`src/rtl/seq_div16.sv`:
```
// ---------------------------------------------------------------------------
// seq_div16 -- iterative 16-bit integer divider (restoring shift/subtract).
//
// Optional build macro: DIV_SIGNED_EN
//   When defined, signed_op=1 runs a two's-complement truncating divide.
//   The operands are reduced to magnitudes at capture, the unsigned core
//   runs, and the signs are fixed up on the way into FIN.
//   When not defined, signed_op is ignored and no sign logic exists.
//
// Parameters:
//   RADIX_BITS  quotient bits resolved per cycle (1 or 2); N = 16/RADIX_BITS
//
// Ports:
//   clk          in   clock, rising edge
//   rst          in   synchronous active-high reset
//   start        in   request, accepted only when not busy
//   dividend     in   [15:0] numerator, captured on accepted start
//   divisor      in   [15:0] denominator, captured on accepted start
//   signed_op    in   two's-complement operation (DIV_SIGNED_EN only)
//   busy         out  iteration in progress
//   done         out  one-cycle pulse, results valid
//   quotient     out  [15:0] registered quotient
//   remainder    out  [15:0] registered remainder
//   div_by_zero  out  divisor was zero on the last accepted op
//
// Handshake: start is sampled on every rising edge where the divider is in
// IDLE or FIN (busy=0); while busy=1 start is ignored and nothing queues.
// Results change only on the edge that enters FIN, the same edge that
// raises done for one cycle.
// ---------------------------------------------------------------------------
module seq_div16 #(
  parameter int RADIX_BITS = 1
) (
  input  logic        clk,
  input  logic        rst,
  input  logic        start,
  input  logic [15:0] dividend,
  input  logic [15:0] divisor,
  input  logic        signed_op,
  output logic        busy,
  output logic        done,
  output logic [15:0] quotient,
  output logic [15:0] remainder,
  output logic        div_by_zero
);

  localparam int         N        = 16 / RADIX_BITS;
  localparam logic [3:0] CNT_INIT = 4'(N - 1);

  typedef enum logic [1:0] {IDLE, CALC, FIN} state_e;

  state_e      state_q, state_d;
  logic [3:0]  cnt_q, cnt_d;
  logic [15:0] rem_q, rem_d;   // partial remainder, always < divisor
  logic [15:0] dvd_q, dvd_d;   // dividend shifting out, quotient shifting in
  logic [15:0] dsr_q, dsr_d;
  logic [15:0] quo_q, quo_d;
  logic [15:0] rmd_q, rmd_d;
  logic        dbz_q, dbz_d;

  logic        accept;
  logic [15:0] mag_a, mag_b;
  logic [15:0] fin_q, fin_r;
  logic [15:0] step_rem, step_dvd;

  assign accept = start && (state_q != CALC);

`ifdef DIV_SIGNED_EN
  logic neg_q_q, neg_q_d;
  logic neg_r_q, neg_r_d;
  logic a_neg, b_neg;

  assign a_neg = signed_op & dividend[15];
  assign b_neg = signed_op & divisor[15];
  assign mag_a = a_neg ? (16'd0 - dividend) : dividend;
  assign mag_b = b_neg ? (16'd0 - divisor)  : divisor;
  // 0x8000 negates to itself, which is the correct magnitude read unsigned.
  assign fin_q = neg_q_q ? (16'd0 - step_dvd) : step_dvd;
  assign fin_r = neg_r_q ? (16'd0 - step_rem) : step_rem;
`else
  logic unused_signed_op;
  assign unused_signed_op = signed_op;
  assign mag_a = dividend;
  assign mag_b = divisor;
  assign fin_q = step_dvd;
  assign fin_r = step_rem;
`endif

  // Restoring iteration(s) for one cycle. The shifted partial remainder is
  // 17 bits wide and the trial difference 18 bits, so bit 17 is the borrow.
  always_comb begin : step_logic
    logic [16:0] shifted;
    logic [17:0] diff;
    step_rem = rem_q;
    step_dvd = dvd_q;
    shifted  = '0;
    diff     = '0;
    for (int i = 0; i < RADIX_BITS; i++) begin
      shifted  = {1'b0, step_rem[15:0]} << 1 | {16'd0, step_dvd[15]};
      diff     = {1'b0, shifted} - {2'b00, dsr_q};
      step_rem = diff[17] ? shifted[15:0] : diff[15:0];
      step_dvd = {step_dvd[14:0], ~diff[17]};
    end
  end

  // State register
  always_ff @(posedge clk) begin
    if (rst) state_q <= IDLE;
    else     state_q <= state_d;
  end

  // Next-state logic
  always_comb begin
    state_d = state_q;
    case (state_q)
      IDLE, FIN: begin
        if (start)            state_d = (divisor == 16'd0) ? FIN : CALC;
        else if (state_q == FIN) state_d = IDLE;
      end
      CALC:    if (cnt_q == 4'd0) state_d = FIN;
      default: state_d = IDLE;
    endcase
  end

  // Output logic
  always_comb begin
    busy = (state_q == CALC);
    done = (state_q == FIN);
  end

  // Datapath next state
  always_comb begin
    cnt_d = cnt_q;
    rem_d = rem_q;
    dvd_d = dvd_q;
    dsr_d = dsr_q;
    quo_d = quo_q;
    rmd_d = rmd_q;
    dbz_d = dbz_q;
`ifdef DIV_SIGNED_EN
    neg_q_d = neg_q_q;
    neg_r_d = neg_r_q;
`endif
    if (accept) begin
      if (divisor == 16'd0) begin
        quo_d = 16'hFFFF;
        rmd_d = dividend;
        dbz_d = 1'b1;
      end else begin
        rem_d = '0;
        dvd_d = mag_a;
        dsr_d = mag_b;
        cnt_d = CNT_INIT;
`ifdef DIV_SIGNED_EN
        neg_q_d = a_neg ^ b_neg;
        neg_r_d = a_neg;
`endif
      end
    end else if (state_q == CALC) begin
      rem_d = step_rem;
      dvd_d = step_dvd;
      cnt_d = cnt_q - 4'd1;
      if (cnt_q == 4'd0) begin
        quo_d = fin_q;
        rmd_d = fin_r;
        dbz_d = 1'b0;
      end
    end
  end

  always_ff @(posedge clk) begin
    if (rst) begin
      cnt_q <= '0;
      rem_q <= '0;
      dvd_q <= '0;
      dsr_q <= '0;
      quo_q <= '0;
      rmd_q <= '0;
      dbz_q <= 1'b0;
    end else begin
      cnt_q <= cnt_d;
      rem_q <= rem_d;
      dvd_q <= dvd_d;
      dsr_q <= dsr_d;
      quo_q <= quo_d;
      rmd_q <= rmd_d;
      dbz_q <= dbz_d;
    end
  end

`ifdef DIV_SIGNED_EN
  always_ff @(posedge clk) begin
    if (rst) begin
      neg_q_q <= 1'b0;
      neg_r_q <= 1'b0;
    end else begin
      neg_q_q <= neg_q_d;
      neg_r_q <= neg_r_d;
    end
  end
`endif

  assign quotient    = quo_q;
  assign remainder   = rmd_q;
  assign div_by_zero = dbz_q;

endmodule
```
`config.mk`:
```
export PLATFORM = sky130hd
export DESIGN_NAME = seq_div16
export DESIGN_NICKNAME = d
export VERILOG_FILES = /design/src/rtl/seq_div16.sv
export SDC_FILE = /design/constraint.sdc
export NUM_CORES = 1
export LEC_CHECK = 0
export ABC_AREA = 1
export CORE_ASPECT_RATIO = 1.1
export CORE_MARGIN = 10
export CORE_UTILIZATION = 38
export CTS_CLUSTER_DIAMETER = 200
export DETAILED_ROUTE_END_ITERATION = 16
export GPL_TIMING_DRIVEN = 0
export PLACE_DENSITY = 0.65
export SLEW_MARGIN = 15
export SYNTH_ARGS = -nofsm -noshare
export SYNTH_HDL_FRONTEND = slang
export SYNTH_SLANG_ARGS = --single-unit
```
`constraint.sdc`:
```
create_clock -name clk -period 4.3 [get_ports clk]
set_input_delay 0.86 -clock clk [delete_from_list [all_inputs] [get_ports clk]]
set_output_delay 0.86 -clock clk [all_outputs]
set_load 0.02 [all_outputs]
```
==> key figures <==
Setup path
  • Crit-path cells: clkdlybuf4s50_1, nor2_1, nand2_1, nor2_1, nand2_1, inv_1, nand2_1, nand2_4, inv_2, buf_2, a21oi_1, nand3_1, nand2_1, inv_1
  • Crit end category: register
  • Setup CP Type: in2reg
  • Setup slack, reg-to-reg: about 1.9 ns
  • CP required: ~4.6 ns
  • Most frequent CP cell: nand2_1
  • R2R depth: 12
  • Reg-to-Reg End: remainder[11]
  • CP Launch Type: input pin
  • Slowest cell on the critical path: clkdlybuf4s50_1
  • CP Max Fanout: 10
  • Peak per-stage delay on the critical path: 0.43 ns
  • Worst r2r src: rem_q[10]
  • Critical path arrival: 2.86 ns

Placement
  • Placed cell count: roughly 950
  • Routability cong.: between 0.8 and 0.9
  • Dpl cell area: 5740 sq um
  • Setup WS pre-CTS: roughly 1.3 ns
  • IO buf count: between 60 and 70
  • DP Wirelength: 11.1 mm

Logic synthesis
  • Syn Nets: a little under 800
  • Yosys reg bits: 87
  • Syn_area_per_cell: ~6.8 sq um
  • Ys flop type: dfxtp_1
  • Number of flops mapped to enable cells by yosys: 0
  • Post-Synthesis Cells: approximately 700
  • Seq/Total Area, Yosys: 0.359
  • Synth cell types: 36
  • Mapped Area: slightly below 5000 sq um
  • YS warnings: 0
  • Ys async rst share: 0

Layout
  • Post-Layout Cell Count: slightly below 1000
  • Nets: about 850
  • Fill cell count: 1331
  • P&R area growth vs syn: 24.5%
  • Share of cells above drive strength 1: 0.0721
  • Post-route cell area: approximately 6000 sq um
  • Antenna cells: 0

STA
  • Slew headroom: 0.598
  • Worst Tran Pin Value: between 0.6 and 0.7 ns
  • Setup TNS: 0 ns
  • Unrepaired setup endpoints after global routing: false
  • Setup violators final: 0
  • Fmax: 384 MHz
  • Crit path time final: 2.61 ns
  • Period utilization: 0.606
  • Fin. max-slew vios: 0
  • Count of final hold-check violations: 0
  • Final setup margin: approximately 1.7 ns
  • Clk_skew: 0.0114 ns

Clock network
  • Setup bufs post-CTS: 0
  • Root Driver: clkbuf_16
  • Clock transition at the registers of the reported paths: roughly 0.070 ns
  • Clk_lat worst skew: approximately 0.35 ns
  • CTS tree: done
  • CTS buffer count: 9
  • Clk buf depth: 2
  • # clock sinks: 87
  • CTS Hold Bufs: 0
  • CTS H-tree lvls: 3
  • Cts repair resizes: 0

Global routing
  • Global Route Usage Sum: 0.161
  • Pin count of the biggest net entering global routing: 17
  • Grt met1 use: 0.212
  • Grt ovf: 0
  • Met2 Use GR: 0.253
  • Initial antenna violation count: 0
  • Number of global-route vias before repair: 4550
  • GRT busiest layer: met2
  • First-pass GRT wire length: 23.2 mm
  • M3 GR Usage: 0.0329

Die
  • Core area: between 10000 and 15000 sq um
  • Die Ht: between 100 and 150 um
  • # rows: 43
  • Die area: roughly 18000 sq um
  • I/O pin count: 71
  • Initial Utilization: 0.386
  • Die W: ~130 um

Drt
  • Vias per std cell: 4.92
  • Initial DRC Count: a little under 300
  • DRC viols: 0
  • Via count: roughly 4700
  • Routed Wire Length: roughly 14 mm
  • Antenna Nets Post-Route: 0
  • DR WL/cell: between 10 and 15 um
  • DRT Pass-1 Iters: 5

Power and ir drop
  • Tot Pwr: 2830 uW
  • PwrDens: about 470 nW/um^2
  • Worst vdd ir: about 0.24 mV
  • Lkg Pwr: 0.00309 uW

Flow run
  • Max Cap Viol: 0

Hold path
  • Hold Crit Start: dsr_q[14]
  • Worst Hold Class: reg2reg
  • Hold Path Cell Cnt: 2
  • Worst Hold End: dsr_q[14]

Outcome
  • Status: complete, no violations
==> cells in the mapped netlist, types with 3 or more instances <==
cell,instances,area share
a21oi_1,45,0.046
a31oi_1,15,0.019
buf_2,5,0.0052
buf_6,3,0.0070
clkbuf_1,22,0.017
dfxtp_1,87,0.36
ha_1,17,0.044
inv_1,140,0.11
inv_2,6,0.0046
nand2_1,152,0.12
nand2_2,13,0.017
nand3_1,50,0.052
nand4_1,18,0.023
nor2_1,28,0.022
nor2_2,3,0.0039
o211ai_1,3,0.0046
o21ai_0,67,0.069
o221ai_1,15,0.027
xor2_1,7,0.013
==> per-stage QoR <==
stage | utilization | hold slack (ns)
2_1_floorplan | - | 0.433
3_3_place_gp | 0.456 | 0.448
3_5_place_dp | 0.456 | 0.456
4_1_cts | 0.480 | 0.465
5_1_grt | 0.480 | 0.487
6_report | 0.480 | 0.464
==> state kept, by name, summed over array words and instances, names as in the netlist <==
signal and count:
dsr_q 16, dvd_q 16, quotient 16, rem_q 16, remainder 16, cnt_q 4, state_q 2, div_by_zero 1
==> power by group <==
part / total, uW / switching [uW] / internal (uW) / leakage [uW]
clock: 810 / 351 / 458 / 0.000150
combinational: 1050 / 664 / 385 / 0.00222
sequential: 968 / 69.9 / 898 / 0.000716
==> critical path: cells and delay by family <==
kind | cells | cell delay (ns)
AOI/OAI and AO/OA | 1 | 0.21
buffers and inverters | 5 | 0.80
and+or+nand+nor | 8 | 0.98
==> layout make-up <==
cell class | count | area (sq um) | area share
clock inverters | 7 | 78.8 | 0.0130
inverters | 146 | 548 | 0.0906
repair buffers | 69 | 691 | 0.114
clock buffers | 9 | 225 | 0.0373
flip-flops and latches | 87 | 1740 | 0.288
plain buffers | 33 | 160 | 0.0265
multi-input cells | 453 | 2400 | 0.398
well taps | 157 | 196 | 0.0325
==> layer usage <==
metal	wire, um	part of all wire	up-vias
met1	6610	0.46	2125
li1	-	-	2477
met5	0	0	-
met4	280	0.020	0
met2	6630	0.47	110
met3	731	0.051	19
==> kinds of logic after synthesis <==
logic type,after synthesis,synth area share
simple gates,277,0.257
buf+inv,179,0.146
compound gates,149,0.174
flops,87,0.359
fa+ha+maj,18,0.0479
xor+xnor,9,0.0162
==> placed cells by master (no fill, tap or decap), types with 13 or more instances in the layout <==
| cell type | n |
|---|---|
| nand2_1 | 152 |
| inv_1 | 140 |
| dfxtp_1 | 87 |
| clkdlybuf4s50_1 | 69 |
| o21ai_0 | 67 |
| nand3_1 | 50 |
| a21oi_1 | 45 |
| nor2_1 | 28 |
| clkbuf_1 | 22 |
| nand4_1 | 18 |
| ha_1 | 17 |
| o221ai_1 | 15 |
| a31oi_1 | 15 |
| nand2_2 | 13 |
==> worst max path at each step <==
stage | slack [ns] | end | startpoint
final | 1.69 | remainder[8] | divisor[15]
after detailed placement | 1.34 | remainder[13] | divisor[15]
after global routing | 1.53 | rem_q[8] | divisor[5]
after global placement | 1.31 | remainder[13] | divisor[15]
after CTS | 1.69 | remainder[13] | divisor[15]
after floorplan | 2.25 | dvd_q[10] | divisor[13]
No activity file was read; power rests on OpenSTA's default activity.
